`config.mk`:
```
export PLATFORM = sky130hd
export DESIGN_NAME = decrypt_key_sequencer_flat
export DESIGN_NICKNAME = d
export VERILOG_FILES = /design/src/rtl/decrypt_key_sequencer_if.sv /design/src/rtl/decrypt_key_sequencer.sv /design/src/flat_wrapper.sv
export SDC_FILE = /design/constraint.sdc
export NUM_CORES = 1
export LEC_CHECK = 0
export ABC_AREA = 1
export CAP_MARGIN = 20
export CORE_MARGIN = 1.5
export CORE_UTILIZATION = 45
export CTS_CLUSTER_DIAMETER = 200
export DETAILED_ROUTE_END_ITERATION = 16
export DONT_BUFFER_PORTS = 1
export PLACE_DENSITY = 0.73
export SLEW_MARGIN = 0
export SYNTH_ARGS = -nofsm -noshare
export SYNTH_HDL_FRONTEND = slang
export SYNTH_SLANG_ARGS = --single-unit
```
`constraint.sdc`:
```
create_clock -name clk -period 3.3 [get_ports clk]
set_clock_uncertainty 0.15 [all_clocks]
set_input_delay 0.66 -clock clk [delete_from_list [all_inputs] [get_ports clk]]
set_output_delay 0.66 -clock clk [all_outputs]
set_load 0.05 [all_outputs]
```
`src/rtl/decrypt_key_sequencer_if.sv`:
```
// Key issue handshake between the decrypt key sequencer and the cipher round engine.
// The master side offers keys. The slave side (the round engine) accepts them with key_ready.
interface decrypt_key_sequencer_if #(
   parameter int unsigned KEY_WIDTH = 64,
   parameter int unsigned NUM_KEYS  = 3
);
   localparam int unsigned IDX_W = $clog2(NUM_KEYS);

   logic                 key_valid;
   logic                 key_ready;
   logic [KEY_WIDTH-1:0] key_data;
   logic [IDX_W-1:0]     key_index;
   logic                 key_last;

   modport master (
      output key_valid,
      output key_data,
      output key_index,
      output key_last,
      input  key_ready
   );

   modport slave (
      input  key_valid,
      input  key_data,
      input  key_index,
      input  key_last,
      output key_ready
   );
endinterface

```
`src/rtl/decrypt_key_sequencer.sv`:
```
// Decrypt key sequencer: stores NUM_KEYS cipher keys and, on start, issues them
// to the round engine in reverse order (NUM_KEYS-1 down to 0) over valid/ready.
// The final key is flagged with key_last, and done pulses one cycle afterwards.
// Optional feature macro: KEY_SEQ_ZEROIZE_EN clears the key store in the DONE state.
module decrypt_key_sequencer #(
   parameter  int unsigned KEY_WIDTH = 64,
   parameter  int unsigned NUM_KEYS  = 3,
   localparam int unsigned IDX_W     = $clog2(NUM_KEYS)
) (
   input  logic                 clk,
   input  logic                 n_rst,
   input  logic                 key_wr_en,
   input  logic [IDX_W-1:0]     key_wr_idx,
   input  logic [KEY_WIDTH-1:0] key_wr_data,
   input  logic                 start,
   decrypt_key_sequencer_if.master key_bus,
   output logic                 busy,
   output logic                 done,
   output logic                 wr_err
);

   typedef enum logic [1:0] {
      ST_IDLE  = 2'd0,
      ST_ISSUE = 2'd1,
      ST_DONE  = 2'd2
   } state_t;

   state_t               state;
   state_t               state_nx;
   logic [IDX_W-1:0]     index;
   logic [IDX_W-1:0]     index_nx;
   logic [KEY_WIDTH-1:0] store [NUM_KEYS];

   logic                 valid_c;
   logic                 done_c;
   logic                 wr_ok_c;
   logic                 idx_in_range_c;

   // Writes are accepted only while idle and only for existing slots.
   assign idx_in_range_c = 32'(key_wr_idx) < NUM_KEYS;
   assign wr_ok_c        = key_wr_en && (state == ST_IDLE) && idx_in_range_c;

   // State and index registers.
   always_ff @(posedge clk) begin
      if (!n_rst) begin
         state <= ST_IDLE;
         index <= '0;
      end else begin
         state <= state_nx;
         index <= index_nx;
      end
   end

   // Next-state and output decode.
   always_comb begin
      state_nx = state;
      index_nx = index;
      valid_c  = 1'b0;
      done_c   = 1'b0;
      unique case (state)
         ST_IDLE: begin
            if (start) begin
               state_nx = ST_ISSUE;
               index_nx = IDX_W'(NUM_KEYS - 1);
            end
         end
         ST_ISSUE: begin
            valid_c = 1'b1;
            if (key_bus.key_ready) begin
               if (index == '0) begin
                  state_nx = ST_DONE;
               end else begin
                  index_nx = index - IDX_W'(1);
               end
            end
         end
         ST_DONE: begin
            done_c   = 1'b1;
            state_nx = ST_IDLE;
         end
         default: begin
            state_nx = ST_IDLE;
         end
      endcase
   end

   // Key store: cleared on reset (and optionally in DONE), otherwise written while idle.
   always_ff @(posedge clk) begin
      if (!n_rst) begin
         for (int unsigned i = 0; i < NUM_KEYS; i++) begin
            store[i] <= '0;
         end
`ifdef KEY_SEQ_ZEROIZE_EN
      end else if (state == ST_DONE) begin
         for (int unsigned i = 0; i < NUM_KEYS; i++) begin
            store[i] <= '0;
         end
`else
`endif
      end else if (wr_ok_c) begin
         store[key_wr_idx] <= key_wr_data;
      end
   end

   // Rejected-write flag, one cycle after the offending write.
   always_ff @(posedge clk) begin
      if (!n_rst) begin
         wr_err <= 1'b0;
      end else begin
         wr_err <= key_wr_en && !wr_ok_c;
      end
   end

   // The store is frozen while busy, so a direct read stays stable across stalls.
   assign key_bus.key_valid = valid_c;
   assign key_bus.key_index = index;
   assign key_bus.key_data  = store[index];
   assign key_bus.key_last  = valid_c && (index == '0);
   assign busy              = (state != ST_IDLE);
   assign done              = done_c;

endmodule
```
`src/flat_wrapper.sv`:
```
// flat-port wrapper written by rule: the top's interface ports become plain ports
module decrypt_key_sequencer_flat 
#(
   parameter  int unsigned KEY_WIDTH = 64,
   parameter  int unsigned NUM_KEYS  = 3,
   localparam int unsigned IDX_W     = $clog2(NUM_KEYS)
)
  (clk, n_rst, key_wr_en, key_wr_idx, key_wr_data, start, busy, done, wr_err, key_bus_key_valid, key_bus_key_data, key_bus_key_index, key_bus_key_last, key_bus_key_ready);
  decrypt_key_sequencer_if #(.KEY_WIDTH(KEY_WIDTH), .NUM_KEYS(NUM_KEYS)) key_bus_i ();
  input  logic clk;
  input  logic n_rst;
  input  logic key_wr_en;
  input  logic [IDX_W-1:0] key_wr_idx;
  input  logic [KEY_WIDTH-1:0] key_wr_data;
  input  logic start;
  output logic busy;
  output logic done;
  output logic wr_err;
  output wire logic [$bits(key_bus_i.key_valid)-1:0] key_bus_key_valid;
  output wire logic [$bits(key_bus_i.key_data)-1:0] key_bus_key_data;
  output wire logic [$bits(key_bus_i.key_index)-1:0] key_bus_key_index;
  output wire logic [$bits(key_bus_i.key_last)-1:0] key_bus_key_last;
  input wire logic [$bits(key_bus_i.key_ready)-1:0] key_bus_key_ready;
  assign key_bus_key_valid = key_bus_i.key_valid;
  assign key_bus_key_data = key_bus_i.key_data;
  assign key_bus_key_index = key_bus_i.key_index;
  assign key_bus_key_last = key_bus_i.key_last;
  assign key_bus_i.key_ready = key_bus_key_ready;
  decrypt_key_sequencer #(.KEY_WIDTH(KEY_WIDTH), .NUM_KEYS(NUM_KEYS)) u_core (.clk(clk), .n_rst(n_rst), .key_wr_en(key_wr_en), .key_wr_idx(key_wr_idx), .key_wr_data(key_wr_data), .start(start), .key_bus(key_bus_i), .busy(busy), .done(done), .wr_err(wr_err));
endmodule
```
==> impl_metrics.toml <==
[drt]
drc = 0
route.detailed.wl_per_inst_um = 17.0
first_pass_iters = 5
dr.first_iter.drc_count = 518
post_drt_via_cell_ratio = 5.12
finalWirelength_mm = 23.8
num_vias = 7158
ant_nets = 0

[outcome]
status = "completed"

[cells_and_area]
final_cell_mix = "330 x nor2_1, 256 x edfxtp_1, 129 x o21ai_0"
fin_nets = 1133
areaGrowthSynthToFinish_pct = 16.8
final_util_pct = 53.8
diodes = 0
layout_commonest_cell = "nor2_1"
drive_above_1_share_pct = 12.3
nFillCells = 2009

[logic_synthesis]
synth_adder_area_share_pct = 0.115
synth_area_mm2 = 0.0109
synth_seq_area_share_pct = 72.0
syn_avg_cell_area_um2 = 11.5
netlist_instances = 947
synth-seq-cells = 263
synth_top_family_by_area = "simple AND/OR/NAND/NOR gates"
yosysWarnings = 0
synthMuxAreaShare_pct = 0
synth-xor-area-share_pct = 0
synth_simple_gate_area_share_pct = 12.2
synth_cell_types = 20
synth_compound_area_share_pct = 9.71

[sta]
hold_viol_final = 0
worst_pin_slew_ns = 0.884
relSlewSlack_pct = 40.9
finalSetupViolCount = 0
rsz0062_at_grt = "no"
setup_slack_ns = 0.300
fmax_mhz = 333
fin_setup_tns_ns = 0
slew_violations = 0
fin_crit_sh_pct = 90.9
period_minus_slack_ns = 3.00

[cts]
cts_max_path_buffers = 3
cts_tree = "done"
clock-sinks = 263
cts-hold-fix-buffers = 0
cts-buffers-inserted = 27
cts_setup_buffers = 0
cts-root-buf = "clkbuf_16"
clk_latency_ns = 0.52
clkSlewWorstSetupHoldPaths_ns = 0.06
ctsHtreeMaxLevel = 1
cts_resized = 0

[power_and_ir_drop]
p_clk_share_pct = 30.7
vdd_drop_max_mv = 0.657
p_sw_mw = 3.02
leakage_nw = 5.11
p_per_area_mw_per_mm2 = 722
p_sw_share_pct = 32.9
p_int_mw = 6.15
comb_power_share_pct = 25.8
p_seq_share_pct = 43.5

[flow_run]
cap_violations = 0

[setup_path]
crit_path_top_delay_cell = "inv_4"
crit_chain = "inv_4 -> buf_4 -> o21ai_0 -> o22ai_1 -> buf_4"
cp_max_fo = 52
rr_startpoint = "u_core.state[0]"
crit_required_ns = 2.49
path_class = "register to primary output"
r2r_end = "u_core.store[0][30]"
critPathCapture = "key_bus_key_data[10]"
cp-end-kind = "primary output"
cp.arrival_ns = 2.19
slowest_delay_ns = 0.40
reg2reg_depth = 6
setup.worst_path.start_class = "register"
rrSetupSlack_ns = 1.10
crit_top_cell = "buf_4"

[die]
rows = 56
die_width_um = 158
die_area_mm2 = 0.0251
coreArea_mm2 = 0.0236
initial_utilization_pct = 46.0
pin_count = 142
die-height_um = 158

[global_route]
antenna_found_initial = 0
grt_usage_pct = 19.2
grt_start_max_net_pins = 129
grt_pass1_wl_mm = 37.1
grt_pass1_vias = 7348
gr-total-overflow = 0

[placement]
io_buffers = 0
place_hpwl_mm = 14.0
pre_cts_slack_ns = 0.838
gp_congestion = 0.774

[hold_path]
min-delay-start = "key_wr_data[24]"
hold_class = "input port to register"
[cell families after synthesis]
logic type      Yosys count
simple gates            350
flops                   263
compound gates          195
buf+inv                 137
fa+ha+maj                 1
other cells               1
[power groups by stage]
stage | combinational, mW | sequential, mW | clock [mW]
2_1_floorplan | 1.69 | 4.03 | 0
3_3_place_gp | 2.35 | 4.05 | 0
3_5_place_dp | 2.37 | 4.06 | 0
4_1_cts | 2.38 | 3.99 | 2.86
5_1_grt | 2.52 | 4.01 | 2.99
6_report | 2.36 | 3.99 | 2.82
[metal layers]
layer  track usage, %  up-vias  wire [um]
met5                0        -          0
met4             4.81        0        474
met3             4.44       35       1850
met2             34.5      223      12000
met1             23.3     3476       9530
li1                 -     3424          -
[cell type report]
cell class | instances | area (um^2) | area share (%)
sequential | 263 | 7830 | 61.7
multi-input combinational | 610 | 2670 | 21.0
timing repair buffer | 84 | 706 | 5.56
inverter | 75 | 284 | 2.24
clock buffer | 40 | 744 | 5.86
tap | 319 | 399 | 3.14
clock inverter | 8 | 65.1 | 0.512
[state kept, by name, summed over array words and instances (netlist names), named ones only]
| register | flops |
|---|---|
| u_core.wr_err | 1 |
| u_core.key_bus.key_index | 2 |
| u_core.store | 256 |
| u_core.state | 2 |
[worst min-delay path by stage]
stage	cells after the start	end	slack, ns
floorplan	2	u_core.state[0]	0.38
global placement	2	u_core.state[0]	0.40
detailed placement	2	u_core.state[0]	0.41
CTS	0	u_core.store[3][24]	0.05
global route	0	u_core.store[3][21]	0.05
finish	0	u_core.store[3][24]	0.08
[critical path, delay by kind of cell (launching register included)]
family	cells	cell delay, ns
AOI/OAI and AO/OA	2	0.31
buffers and inverters	3	0.98
DFF	1	0.36
[synth_stat cells, drive strengths merged]
cell type | n | area (um^2)
o21ai | 129 | 646
clkinv | 1 | 3.75
nor2 | 331 | 1240
nor3 | 1 | 10.0
dfxtp | 7 | 140
nand2 | 15 | 56.3
buf | 24 | 221
conb | 1 | 3.75
clkbuf | 38 | 143
o22ai | 64 | 400
nand3 | 2 | 10.0
nand4 | 1 | 6.26
edfxtp | 256 | 7690
inv | 74 | 278
a21oi | 2 | 10.0
ha | 1 | 12.5
[per-stage QoR]
stage	hold slack [ns]	cell area [um^2]	power, mW	instances
after detailed placement	0.415	11900	6.43	1351
after global placement	0.401	11900	6.40	1351
after CTS	0.0533	12700	9.23	1399
after global routing	0.0527	12700	9.53	1399
after floorplan	0.381	11100	5.72	1010
final	0.0761	12700	9.17	1399
No activity file was read; power rests on OpenSTA's default activity.
